<file path="src/rtl/dsp_op_sequencer.sv">
// dsp_op_sequencer: issues MAC commands to the DSP slice, tracks in-flight ops and queues results in a credit-protected FIFO
// Ports:
//   clk, rst                      clock, asynchronous active-high reset
//   cmd_valid/cmd_ready, cmd_*    command handshake, operands and DSP control fields
//   dsp_*  (out)                  registered DSP drive; dsp_start pulses once per issued op
//   dsp_compare_res, dsp_out      DSP result strobe and data
//   res_valid/res_ready/res_data  result FIFO head
//   err_illegal, err_spurious     sticky error flags
module dsp_op_sequencer #(
    parameter int WIDTH      = 16,
    parameter int SHIFT_BITS = 2,
    parameter int FIFO_DEPTH = 4
) (
    input  logic                   clk,
    input  logic                   rst,
    input  logic                   cmd_valid,
    output logic                   cmd_ready,
    input  logic [WIDTH-1:0]       cmd_a,
    input  logic [WIDTH-1:0]       cmd_b,
    input  logic [2*WIDTH-1:0]     cmd_c,
    input  logic [1:0]             cmd_mode,
    input  logic                   cmd_mac,
    input  logic                   cmd_shift_en,
    input  logic                   cmd_shift_dir,
    input  logic                   cmd_piped,
    input  logic [SHIFT_BITS-1:0]  cmd_shift_amt,
    output logic                   dsp_start,
    output logic                   dsp_mac,
    output logic                   dsp_shift_enable,
    output logic                   dsp_shift_dir,
    output logic                   dsp_piped_final_addition,
    output logic [WIDTH-1:0]       dsp_aa,
    output logic [WIDTH-1:0]       dsp_bb,
    output logic [2*WIDTH-1:0]     dsp_cc,
    output logic [1:0]             dsp_mode,
    output logic [SHIFT_BITS-1:0]  dsp_shift_amount,
    input  logic                   dsp_compare_res,
    input  logic [2*WIDTH-1:0]     dsp_out,
    output logic                   res_valid,
    input  logic                   res_ready,
    output logic [2*WIDTH-1:0]     res_data,
    output logic                   err_illegal,
    output logic                   err_spurious
);
    localparam int AW = $clog2(FIFO_DEPTH);

    logic [AW:0]          count, inflight;
    logic [AW-1:0]        wr_ptr, rd_ptr;
    logic [2:0]           quiet_cnt;
    logic [2*WIDTH-1:0]   mem [FIFO_DEPTH];
    logic [AW+1:0]        used;
    logic                 illegal, cfg_match, accept, issue, push, pop;

    assign used      = {1'b0, count} + {1'b0, inflight};
    assign illegal   = cmd_mode == 2'b11;
    assign cfg_match = {cmd_mode, cmd_shift_en, cmd_piped} == {dsp_mode, dsp_shift_enable, dsp_piped_final_addition};
    // A config change waits for an empty pipe plus four start-free cycles so DSP return timing never mixes configs.
    assign cmd_ready = !rst && used < (AW+2)'(FIFO_DEPTH) &&
                       (illegal || cfg_match || (inflight == '0 && quiet_cnt >= 3'd4));
    assign accept    = cmd_valid && cmd_ready;
    assign issue     = accept && !illegal;
    assign push      = dsp_compare_res && inflight != '0;
    assign res_valid = count != '0;
    assign pop       = res_valid && res_ready;
    assign res_data  = res_valid ? mem[rd_ptr] : '0;

    always_ff @(posedge clk or posedge rst) begin
        if (rst) begin
            dsp_start                <= 1'b0;
            dsp_mac                  <= 1'b0;
            dsp_shift_enable         <= 1'b0;
            dsp_shift_dir            <= 1'b0;
            dsp_piped_final_addition <= 1'b0;
            dsp_aa                   <= '0;
            dsp_bb                   <= '0;
            dsp_cc                   <= '0;
            dsp_mode                 <= 2'b00;
            dsp_shift_amount         <= '0;
            quiet_cnt                <= 3'd7;
            inflight                 <= '0;
            count                    <= '0;
            wr_ptr                   <= '0;
            rd_ptr                   <= '0;
            err_illegal              <= 1'b0;
            err_spurious             <= 1'b0;
        end else begin
            dsp_start <= issue;
            if (issue) begin
                dsp_mac                  <= cmd_mac;
                dsp_shift_enable         <= cmd_shift_en;
                dsp_shift_dir            <= cmd_shift_dir;
                dsp_piped_final_addition <= cmd_piped;
                dsp_aa                   <= cmd_a;
                dsp_bb                   <= cmd_b;
                dsp_cc                   <= cmd_c;
                dsp_mode                 <= cmd_mode;
                dsp_shift_amount         <= cmd_shift_amt;
            end
            // Zero during the dsp_start cycle, then counts start-free cycles up to 7.
            quiet_cnt    <= issue ? 3'd0 : quiet_cnt + {2'b00, quiet_cnt != 3'd7};
            inflight     <= inflight + (AW+1)'(issue) - (AW+1)'(push);
            count        <= count + (AW+1)'(push) - (AW+1)'(pop);
            wr_ptr       <= wr_ptr + AW'(push);
            rd_ptr       <= rd_ptr + AW'(pop);
            err_illegal  <= err_illegal | (accept && illegal);
            err_spurious <= err_spurious | (dsp_compare_res && inflight == '0);
        end
    end

    always_ff @(posedge clk) begin
        if (push) mem[wr_ptr] <= dsp_out;
    end
endmodule

</file>
<file path="config.mk">
export PLATFORM = sky130hd
export DESIGN_NAME = dsp_op_sequencer
export DESIGN_NICKNAME = d
export VERILOG_FILES = /design/src/rtl/dsp_op_sequencer.sv
export SDC_FILE = /design/constraint.sdc
export NUM_CORES = 1
export LEC_CHECK = 0
export CORE_MARGIN = 2
export CORE_UTILIZATION = 53
export CTS_CLUSTER_SIZE = 12
export DETAILED_ROUTE_END_ITERATION = 10
export PLACE_DENSITY = 0.86
export SETUP_SLACK_MARGIN = 0.2
export SYNTH_ARGS = -nofsm -noshare
export SYNTH_HDL_FRONTEND = slang
export SYNTH_SLANG_ARGS = --single-unit
</file>
<file path="constraint.sdc">
create_clock -name clk -period 5 [get_ports clk]
set_clock_uncertainty 0.15 [all_clocks]
set_input_delay 1.5 -clock clk [delete_from_list [all_inputs] [get_ports clk]]
set_output_delay 1.5 -clock clk [all_outputs]
set_load 0.03 [all_outputs]
</file>
==> results_dict.tcl <==
set metrics [dict create \
    gp_congestion 0.852 \
    hold_viol 0 \
    hpwlAfterDp_um 12500 \
    hp-class "reg2reg" \
    fillers 921 \
    synthCells 431 \
    dr.pass1.iters 5 \
    yosysWarnings 0 \
    start_kind "input pin" \
    cts.sinks 216 \
    ys_async_sr_fraction 0.407 \
    drt_first_iter_violations 182 \
    rsz0062_at_grt "no" \
    grt_pass1_wl_um 28300 \
    ys_types 30 \
    synth.area.top_cells "edfxtp_1 45%, dfrtp_1 25%, mux4_2 8.5%" \
    dieArea_um2 17100 \
    area_growth_pct 36.8 \
    critical_path_class "in2out" \
    grt_pass1_vias 5273 \
    chipHeight_um 131 \
    h-tree-depth 1 \
    outcome "complete, no violations" \
    floorplan.io_pins 218 \
    final_layout_size_suffix_gt1_frac 0.228 \
    yosysMostFrequentCell "edfxtp_1" \
    numCtsBuffers 22 \
    antenna_cells 0 \
    max_cap_viol_count 0 \
    dp_slack_ns 0.447 \
    via_per_inst 5.26 \
    tightest_slew_ns 0.888 \
    final.setup.tns_ns 0 \
    vias 4736 \
    end_kind "output pin" \
    path_max_fanout 4 \
    cts_buffer_depth 3 \
    setup_viol 0 \
    drv_slew 0 \
    total_leakage_power_nw 4.64 \
    timing.fmax_mhz 217 \
    postCtsHoldBufs 0 \
    critPathRequiredTime_ns 3.35 \
    power_density_nw_per_um2 599 \
    numPortBuffers 217 \
    min_period_ns 4.60 \
    fp.dieW_um 131 \
    worst_slew_margin_rel 0.408 \
    cts_resized 0 \
    grt_max_degree 60 \
    worstSkewPairLatency_ns 0.49 \
    final_antenna_net_count 0 \
    multi_input_area_um2 2350 \
    track_usage 0.219 \
    wl_per_cell_um 20.7 \
    avgSynthCellArea_um2 19.8 \
    peakVddDrop_uv 319 \
    netlist.area_leader.share 0.451 \
    rows 46 \
    drc_errors 0 \
    syn-num-nets 552 \
    synth_seq_cells 216 \
    grt_overflow_total 0 \
    crit_arrival_ns 2.95 \
    ys.flop_type "edfxtp_1" \
    cts_tree "built" \
    synth_area_leader_cell "edfxtp_1" \
    seqCellArea_um2 6050 \
    ff2ff_setup_slack_ns 1.73 \
    setup_ws_ns 0.399 \
    fin_nets 789 \
    start_util 0.539 \
    synth-seq-area-share 0.709 \
    yosys-top-cells-count "128 x edfxtp_1, 85 x dfrtp_1, 45 x mux2_4, 33 x nor2b_1, 32 x mux4_2" \
    cts_root_buffer "clkbuf_16" \
    clk_pin_slew_ns 0.06 \
    core_area_um2 15800 \
    grt_antenna_before_repair 2 \
    synth_edf_count 128 \
    cts_setup_buffers 0 \
    min_period_over_period 0.920 \
    drt_wl_total_um 18600 \
    syn_area_um2 8530 \
]
-- kinds of logic after synthesis --
kind of cell,Yosys count,share of synthesized area
DFF,216,0.709
buffers and inverters,29,0.0188
AOI/OAI and AO/OA,8,0.00778
and+or+nand+nor,53,0.0367
xor gates and xnor gates,11,0.0113
muxes,102,0.197
adders and majority gates,12,0.0194
-- final timing paths --
kind / end / cells after the start / startpoint
worst max-delay path: cmd_ready / 5 / cmd_mode[1]
worst min-delay path: err_illegal$_DFF_PP0_ / 1 / err_illegal$_DFF_PP0_
worst max register to register: inflight[2]$_DFF_PP0_ / 10 / count[1]$_DFF_PP0_
worst min register to register: err_illegal$_DFF_PP0_ / 1 / err_illegal$_DFF_PP0_
max in group asynchronous: dsp_cc[7]$_DFFE_PP0N_ / 3 / rst
min in group asynchronous: dsp_cc[14]$_DFFE_PP0N_ / 2 / rst
-- layout make-up --
cell class	instances	share of cell area
Tap cell	216	0.0232
Inverter	10	0.00332
Timing Repair Buffer	232	0.197
Sequential cell	216	0.519
Clock buffer	40	0.0565
Multi-Input combinational cell	186	0.202
-- report_power, final --
group / switching [W] / leakage [nW] / total (W) / internal (W)
Combinational: 0.00152 / 2.00 / 0.00289 / 0.00137
Sequential: 0.000229 / 2.32 / 0.00259 / 0.00236
Clock: 0.000627 / 0.316 / 0.00151 / 0.000883
Total: 0.00237 / 4.64 / 0.00698 / 0.00461
-- cell usage in the layout, fill, tap and decap left out, types with 2 or more instances in the layout --
| cell | n |
|---|---|
| clkbuf_1 | 15 |
| nor2_4 | 2 |
| clkdlybuf4s50_1 | 216 |
| nand3_1 | 3 |
| ha_1 | 10 |
| dfstp_2 | 3 |
| dfrtp_1 | 84 |
| edfxtp_1 | 128 |
| fa_1 | 2 |
| o21ba_2 | 2 |
| mux2_2 | 25 |
| a211oi_1 | 2 |
| nor2b_1 | 33 |
| and2_1 | 3 |
| mux4_2 | 32 |
| inv_1 | 9 |
| nand2_1 | 5 |
| clkbuf_8 | 2 |
| buf_4 | 15 |
| xor2_1 | 3 |
| clkbuf_16 | 23 |
| mux2_4 | 45 |
| xnor2_1 | 8 |
| nor3_2 | 2 |
-- registers in the layout (all words and copies together), names as in the netlist, 2 cells and up --
name              flops
rd_ptr                2
dsp_bb               16
dsp_shift_amount      2
quiet_cnt             3
wr_ptr                2
count                 3
dsp_aa               16
mem                 128
dsp_mode              2
dsp_cc               32
inflight              3
-- worst max-delay path, stage by stage --
cell             delay, ns
clkdlybuf4s50_1       0.58
xnor2_1               0.14
nand4_1               0.20
a31oi_1               0.36
buf_12                0.17
-- through the flow --
| step | cells | power (W) | hold slack (ns) | util | area [um2] |
|---|---|---|---|---|---|
| floorplan | 431 | 0.00434 | 0.327 | - | 8530 |
| global placement | 860 | 0.00542 | 0.291 | 0.696 | 11000 |
| detailed placement | 860 | 0.00552 | 0.319 | 0.696 | 11000 |
| CTS | 900 | 0.00707 | 0.336 | 0.737 | 11700 |
| global route | 900 | 0.00732 | 0.356 | 0.737 | 11700 |
| finish | 900 | 0.00698 | 0.339 | 0.737 | 11700 |
-- per-layer routing --
layer  GRT usage  wire length (um)  vias up
li1            -                 -     2100
met1       0.265              7120     2378
met2       0.381              9390      208
met3      0.0635              1510       48
met4      0.0726               589        2
met5           0                15        -
(Power assumes the default switching activity.)
